==> src/rtl/monitor_pkg.sv <==
// Shared run-status encoding and default signature addresses for the run monitor.
package monitor_pkg;

  typedef enum logic [2:0] {
    ST_RUN       = 3'd0,
    ST_PASS      = 3'd1,
    ST_FAIL_ADDR = 3'd2,
    ST_FAIL_VAL  = 3'd3,
    ST_TIMEOUT   = 3'd4,
    ST_HANG      = 3'd5
  } run_status_t;

  localparam logic [31:0] DEFAULT_PASS_ADDR = 32'd12;
  localparam logic [31:0] DEFAULT_PASS_VAL  = 32'd12;
  localparam logic [31:0] DEFAULT_FAIL_ADDR = 32'd13;

endpackage

==> src/rtl/sat_counter.sv <==
// Up-counter with synchronous active-low clear and enable; holds at all-ones.
module sat_counter #(
  parameter int WIDTH = 8
) (
  input  logic             clk,
  input  logic             clr_n,
  input  logic             en,
  output logic [WIDTH-1:0] count
);

  always_ff @(posedge clk) begin
    if (!clr_n) begin
      count <= '0;
    end else if (en && (count != '1)) begin
      count <= count + WIDTH'(1);
    end
  end

endmodule

==> src/rtl/run_monitor.sv <==
// Program-run outcome monitor: signature stores, cycle budget and optional stall
// watchdog (built when RUN_MONITOR_HANG_DETECT_EN is defined).
module run_monitor
  import monitor_pkg::*;
#(
  parameter int                DATA_W         = 32,
  parameter int                CNT_W          = 16,
  parameter logic [DATA_W-1:0] PASS_ADDR      = DATA_W'(DEFAULT_PASS_ADDR),
  parameter logic [DATA_W-1:0] PASS_VAL       = DATA_W'(DEFAULT_PASS_VAL),
  parameter logic [DATA_W-1:0] FAIL_ADDR      = DATA_W'(DEFAULT_FAIL_ADDR),
  parameter int                TIMEOUT_CYCLES = 26,
  parameter int                HANG_CYCLES    = 8
) (
  input  logic              clk,
  input  logic              reset,
  input  logic              memwrite,
  input  logic [DATA_W-1:0] dataaddr,
  input  logic [DATA_W-1:0] writedata,
  input  logic [DATA_W-1:0] pc,
  output logic              done,
  output logic              pass,
  output logic [2:0]        status,
  output logic [CNT_W-1:0]  cycle_cnt,
  output logic [CNT_W-1:0]  store_cnt
);

  run_status_t state, next_state;
  logic        fail_addr_hit;
  logic        fail_val_hit;
  logic        pass_hit;
  logic        hang_hit;
  logic        timeout_hit;
  logic        running;

  assign running       = (state == ST_RUN);
  assign fail_addr_hit = memwrite && (dataaddr == FAIL_ADDR);
  assign fail_val_hit  = memwrite && (dataaddr == PASS_ADDR) && (writedata != PASS_VAL);
  assign pass_hit      = memwrite && (dataaddr == PASS_ADDR) && (writedata == PASS_VAL);
  assign timeout_hit   = (cycle_cnt == CNT_W'(TIMEOUT_CYCLES - 1));

`ifdef RUN_MONITOR_HANG_DETECT_EN
  localparam int STALL_W = $clog2(HANG_CYCLES + 1);

  logic [DATA_W-1:0]  prev_pc;
  logic               primed;
  logic               pc_same;
  logic [STALL_W-1:0] stall_cnt;

  // primed masks the first post-reset cycle so a PC equal to the reset value of prev_pc is not a stall
  always_ff @(posedge clk) begin
    if (!reset) begin
      prev_pc <= '0;
      primed  <= 1'b0;
    end else begin
      prev_pc <= pc;
      primed  <= 1'b1;
    end
  end

  assign pc_same = primed && (pc == prev_pc);

  sat_counter #(.WIDTH(STALL_W)) u_stall (
    .clk   (clk),
    .clr_n (reset && pc_same),
    .en    (1'b1),
    .count (stall_cnt)
  );

  assign hang_hit = pc_same && (stall_cnt == STALL_W'(HANG_CYCLES - 1));
`else
  logic unused_hang_cfg;
  assign unused_hang_cfg = ^{pc, 32'(HANG_CYCLES)};
  assign hang_hit        = 1'b0;
`endif

  always_ff @(posedge clk) begin
    if (!reset) begin
      state <= ST_RUN;
    end else begin
      state <= next_state;
    end
  end

  always_comb begin
    next_state = state;
    if (running) begin
      if (fail_addr_hit) begin
        next_state = ST_FAIL_ADDR;
      end else if (fail_val_hit) begin
        next_state = ST_FAIL_VAL;
      end else if (pass_hit) begin
        next_state = ST_PASS;
      end else if (hang_hit) begin
        next_state = ST_HANG;
      end else if (timeout_hit) begin
        next_state = ST_TIMEOUT;
      end
    end
  end

  // The terminating cycle is not counted, so cycle_cnt tops out at TIMEOUT_CYCLES-1
  always_ff @(posedge clk) begin
    if (!reset) begin
      cycle_cnt <= '0;
    end else if (running && (next_state == ST_RUN)) begin
      cycle_cnt <= cycle_cnt + CNT_W'(1);
    end
  end

  sat_counter #(.WIDTH(CNT_W)) u_store (
    .clk   (clk),
    .clr_n (reset),
    .en    (running && memwrite),
    .count (store_cnt)
  );

  assign done   = !running;
  assign pass   = (state == ST_PASS);
  assign status = state;

endmodule

==> config.mk <==
export PLATFORM = sky130hd
export DESIGN_NAME = run_monitor
export DESIGN_NICKNAME = d
export VERILOG_FILES = /design/src/rtl/monitor_pkg.sv /design/src/rtl/sat_counter.sv /design/src/rtl/run_monitor.sv
export SDC_FILE = /design/constraint.sdc
export NUM_CORES = 1
export LEC_CHECK = 0
export BUFFER_PORTS_ARGS = -buffer_cell sky130_fd_sc_hd__buf_2
export CAP_MARGIN = 20
export CORE_MARGIN = 5
export CORE_UTILIZATION = 43
export CTS_BUF_LIST = sky130_fd_sc_hd__clkbuf_4
export DETAILED_ROUTE_END_ITERATION = 8
export PLACE_DENSITY = 0.94
export SLEW_MARGIN = 10
export SYNTH_ARGS = -nofsm -noshare
export SYNTH_HDL_FRONTEND = slang
export SYNTH_HIERARCHICAL = 1
export SYNTH_SLANG_ARGS = --single-unit
==> constraint.sdc <==
create_clock -name clk -period 2.05 [get_ports clk]
set_input_delay 0.205 -clock clk [delete_from_list [all_inputs] [get_ports clk]]
set_output_delay 0.205 -clock clk [all_outputs]
set_load 0.02 [all_outputs]
# After elaboration in Yosys (flattened, before gate mapping)
# Index checks and enable logic that the tools add are counted.
# Widths: inputs -> output; s select.
# word_totals
wordCells	27
regBits	35
input_bits	99
# op_classes
addsub	2
eq_ne	7
reduce_logical	10
muxes	5
# ops
operator	count
$eq 32x4->1 const B	3
$add 16x1->16 const B	2
$ne 32x4->1 const B	1
$eq 16x5->1 const B	1
$ne 16x16->1 const B	1
$mux 3	5
$logic_and 1x1->1	7
$logic_not 3->1	2
$eq 3x1->1 const B	1
$logic_not 1->1	1

# Logic depth before layout (Yosys ltp)
# logic_depth
depth_word	9
ltp_mapped	6
ltp_nobuf	6

# Hierarchy
# Netlist, hierarchy kept.
# modules_own_cells
module	area_each_um2	instances	seq_area_each_um2	cells_per_inst
run_monitor	1146.1	1	380.4	131
sat_counter	837.1	1	320.3	97

# Worst setup path before layout
# No wires, ideal clock.
# synth_path
path_type	register to register
startpoint	register state[0], in the netlist status[0]
endpoint	register u_store.count[9]
synth_period_minus_slack_ps	1790
slack_ps	260
arrival_time_ps	1719
required_ps	1979
stages_incl_launch_ff	6
setup_time_ps	71
cell_sequence	dfxtp_1 -> nor3_4 -> and2_1 -> nand2_1 -> or4_1 -> a21oi_1
# synth_between
elab_chain_cells	3
# synth_rtl
element	line	text
start: declaration	run_monitor.sv:27	run_status_t state, next_state;
start signal: assignment	run_monitor.sv:80	state <= next_state;
$logic_not 3->1	run_monitor.sv:35	assign running = (state == ST_RUN);
$logic_and 1x1->1	run_monitor.sv:113	.en (running && memwrite),
$logic_and 1x1->1	sat_counter.sv:14	end else if (en && (count != '1)) begin
end signal: assignment	sat_counter.sv:15	count <= count + WIDTH'(1);
end: declaration	sat_counter.sv:8	output logic [WIDTH-1:0] count
# Every way passes these cells.
# A chain may end at the register's enable or synchronous reset.

# Final worst setup path
# layout_path
startpoint	register state[0], in the netlist status[0]
endpoint	register u_store.count[6]
# The elaborated chain is that of the path after synthesis.

==> insert_results.sql <==
INSERT INTO impl_metrics (metric_group, metric, value, unit) VALUES
('placed_design', 'io_buffers', '103', ''),
('clocking', 'post_cts.repair.setup_buffers', '0', ''),
('clocking', 'worst_setup_hold_path_clk_slew', '0.10', 'ns'),
('cells_and_area', 'filler_cell_count', '399', ''),
('timing', 'finClkSkew', '0.00802', 'ns'),
('timing', 'slew-limit-headroom', '0.619', ''),
('grt', 'vias_in_the_first_global_route', '2143', ''),
('logic_synthesis', 'yosys_register_bits', '35', ''),
('timing', 'rsz0062_at_grt', 'no', ''),
('logic_synthesis', 'yosysSeqAreaShare', '0.353', ''),
('floorplan', 'start_util', '0.449', ''),
('setup_path', 'worstSetupStartpoint', 'status[0]', ''),
('cells_and_area', 'post-route-cell-area', '2620', 'µm²'),
('logic_synthesis', 'synthCells', '228', ''),
('clocking', 'cts_tree', 'built', ''),
('setup_path', 'end_kind', 'flop', ''),
('min_path', 'min_from', 'dataaddr[0]', ''),
('floorplan', 'io_pins', '136', ''),
('cells_and_area', 'drive_above_1_share', '0.377', ''),
('min_path', 'worst_hold_endpoint', 'status[0]', ''),
('cells_and_area', 'finalNetCount', '440', ''),
('logic_synthesis', 'postSynth.topFlopCell', 'dfxtp_1', ''),
('drt', 'postRouteAntennaNets', '0', ''),
('setup_path', 'type_of_element_launching_the_critical_path', 'flop', ''),
('clocking', 'h-tree-depth', '2', ''),
('min_path', 'hold_path_depth', '2', ''),
('floorplan', 'die-area', '6070', 'µm²'),
('setup_path', 'worstPathMaxFanout', '7', ''),
('timing', 'slew_viol_final', '0', ''),
('clocking', 'clock_path_buffers', '2', ''),
('clocking', 'postCtsHoldBufs', '0', ''),
('drt', 'detail_route.drc_violations', '0', ''),
('flow_run', 'cap_viol_max_count', '0', ''),
('cells_and_area', 'final-instance-count-excl-fill', '389', ''),
('grt', 'grt_usage', '0.184', ''),
('timing', 'report.final.hold_viol_count', '0', ''),
('floorplan', 'die_w', '77.9', 'µm'),
('placed_design', 'weighted_congestion_at_the_end_of_routability_driven_global_placement', '0.903', ''),
('setup_path', 'setup.worst_path.class', 'flop to flop', ''),
('logic_synthesis', 'netlist-cell-type-count', '47', ''),
('floorplan', 'coreArea', '4410', 'µm²'),
('setup_path', 'cp_data_required_time', '2.31', 'ns'),
('grt', 'grt_start_max_net_pins', '17', ''),
('drt', 'drtIter0Drc', '131', ''),
('grt', 'antenna_found_initial', '0', ''),
('floorplan', 'rows', '24', ''),
('placed_design', 'place_inst', '383', ''),
('drt', 'drtPass1Iterations', '4', ''),
('setup_path', 'rr_startpoint', 'status[0]', ''),
('cells_and_area', 'area_growth', '32.2', '%'),
('logic_synthesis', 'number_of_flops_mapped_to_enable_cells_by_yosys', '0', ''),
('grt', 'grt_pass1_wl', '9.39', 'mm'),
('drt', 'avgViaCountPerCell', '5.81', ''),
('power_and_ir_drop', 'worst_ir_drop_vdd', '0.179', 'mV'),
('timing', 'setup_violations', '0', ''),
('logic_synthesis', 'synth_async_sr_flop_share', '0', ''),
('timing', 'crit_share_post_route', '0.888', ''),
('timing', 'setup-tns-final', '0', 'ns'),
('setup_path', 'worst-endpoint-arrival', '2.09', 'ns'),
('drt', 'avgRoutedWirePerCell', '14.9', 'µm'),
('clocking', 'ctsRootBufferMaster', 'clkbuf_4', ''),
('floorplan', 'vert_die_dim', '77.9', 'µm'),
('clocking', 'cts_buffers', '5', ''),
('grt', 'overflow', '0', ''),
('setup_path', 'worst_case_register_to_register_setup_slack', '0.23', 'ns'),
('power_and_ir_drop', 'leakage', '0.00116', 'µW'),
('min_path', 'min_path_type', 'primary input to flop', ''),
('clocking', 'clkLatencyLatePin', '0.33', 'ns'),
('outcome', 'run_status', 'finished clean', ''),
('logic_synthesis', 'syn_nets', '330', ''),
('placed_design', 'dpl-instance-area', '2570', 'µm²'),
('drt', 'drt-total-wl', '5.80', 'mm'),
('timing', 'max_clock_freq', '0.549', 'GHz'),
('timing', 'worst_slew_pin_slew', '0.564', 'ns'),
('setup_path', 'reg2reg_to', 'u_store/count[6]', ''),
('clocking', 'clock_sink_count', '35', ''),
('timing', 'layout_min_cycle_time', '1.82', 'ns'),
('logic_synthesis', 'synthesis.area_per_instance', '8.70', 'µm²'),
('drt', 'route.vias.total', '2262', ''),
('cells_and_area', 'antenna_cells', '0', ''),
('logic_synthesis', 'post_synth_instance_area', '1980', 'µm²'),
('setup_path', 'rr_worst_depth', '6', ''),
('power_and_ir_drop', 'pwr_density_cell', '451', 'nW/µm²'),
('placed_design', 'post-dp-hpwl', '4.55', 'mm'),
('logic_synthesis', 'synthesis.yosys.warnings', '6', '');
[layout make-up]
| class | count | area [µm²] | area share |
|---|---|---|---|
| tap | 52 | 65.1 | 0.0248 |
| multi-input combinational | 181 | 1230 | 0.470 |
| timing repair buffer | 108 | 553 | 0.211 |
| sequential | 35 | 701 | 0.267 |
| inverter | 7 | 26.3 | 0.0100 |
| clock buffer | 6 | 45.0 | 0.0172 |
[flip-flops by register name, indices dropped and copies added, names as in the netlist]
name and count:
u_store/count 16, status 3, cycle_cnt 16
[synthesized netlist by cell type, types with 2 or more instances]
library cell	count	area, µm²
xor2_1	5	43.8
and4_4	2	22.5
a21oi_1	13	65.1
nor4_2	2	25.0
nor2_1	15	56.3
nand4_1	10	62.6
nor4_1	19	119
nor3_1	2	10.0
nand2b_1	8	50.1
xnor2_1	2	17.5
mux2i_1	9	90.1
nand2_1	20	75.1
inv_1	6	22.5
ha_1	3	37.5
dfxtp_1	35	701
and2_1	3	18.8
nand3_1	8	40.0
clkbuf_1	3	11.3
and4_1	4	35.0
nor4bb_1	4	40.0
o211ai_1	4	30.0
or3_1	3	18.8
buf_4	2	15.0
o31ai_1	7	52.6
o21ai_0	5	25.0
o211a_1	2	20.0
o41ai_1	3	26.3
nor3b_1	2	15.0
or4_1	9	67.6
[routing by layer]
metal	GRT usage	share of wire
met1	0.232	0.40
met2	0.303	0.48
met3	0.0486	0.10
met4	0.0625	0.018
met5	0	0
[cell families (layout without fill, tap and decap cells)]
logic type / count (synthesis) / in the layout / synth area share
fa+ha+maj: 3 / 3 / 0.0189
buf+inv: 12 / 121 / 0.0265
mux: 9 / 9 / 0.0454
xor+xnor: 7 / 7 / 0.0309
flops: 35 / 35 / 0.353
compound gates: 40 / 40 / 0.136
simple gates: 122 / 122 / 0.389
[worst max-delay path, stage by stage (launching register included)]
cell	delay, ns
dfxtp_1	0.37
nor3_4	0.21
and2_1	0.29
and4_1	0.29
o41ai_1	0.14
or3_1	0.32
a21oi_1	0.14
[report_power, final]
group / switching [µW] / leakage, µW / internal, µW
clock: 220 / 0.0000276 / 135
sequential: 9.61 / 0.000283 / 687
combinational: 61.0 / 0.000846 / 69.9
[how the worst max path moves through the flow]
stage,end,slack (ns),cells past startpoint
after floorplan,u_store/count[9],0.26,5
after global placement,cycle_cnt[2],0.21,8
after detailed placement,u_store/count[9],0.16,5
after CTS,u_store/count[9],0.13,5
after global routing,cycle_cnt[14],0.09,5
final,u_store/count[6],0.23,6
[cell usage in the layout (no fill, tap or decap), drive strengths merged, types with 4 or more instances in the layout]
cell type,synthesis,routed
mux2i,9,9
nand4,12,12
clkbuf,3,6
xor2,5,5
nor4bb,4,4
and4,6,6
or3,4,4
or4,9,9
nand2,21,21
nand2b,8,8
a21oi,13,13
nand3,8,8
buf,2,108
dfxtp,35,35
nor4,21,21
o21ai,6,6
nor3,4,4
inv,7,7
nor2,15,15
o31ai,7,7
o211ai,4,4
[stage by stage]
step	setup slack, ns	total power, µW	hold WS, ns	utilization
after floorplan	0.260	761	0.309	-
after global placement	0.212	839	0.426	0.583
after detailed placement	0.162	845	0.426	0.583
after CTS	0.128	1200	0.0570	0.594
after global routing	0.0904	1240	0.0652	0.594
final	0.229	1180	0.0718	0.594
[what timing repair did]
action	in CTS	in global routing
hold endpoints to repair	0	0
setup endpoints to repair	0	1
resized for setup	0	1
Note: power is estimated with default switching activity, not from simulation.
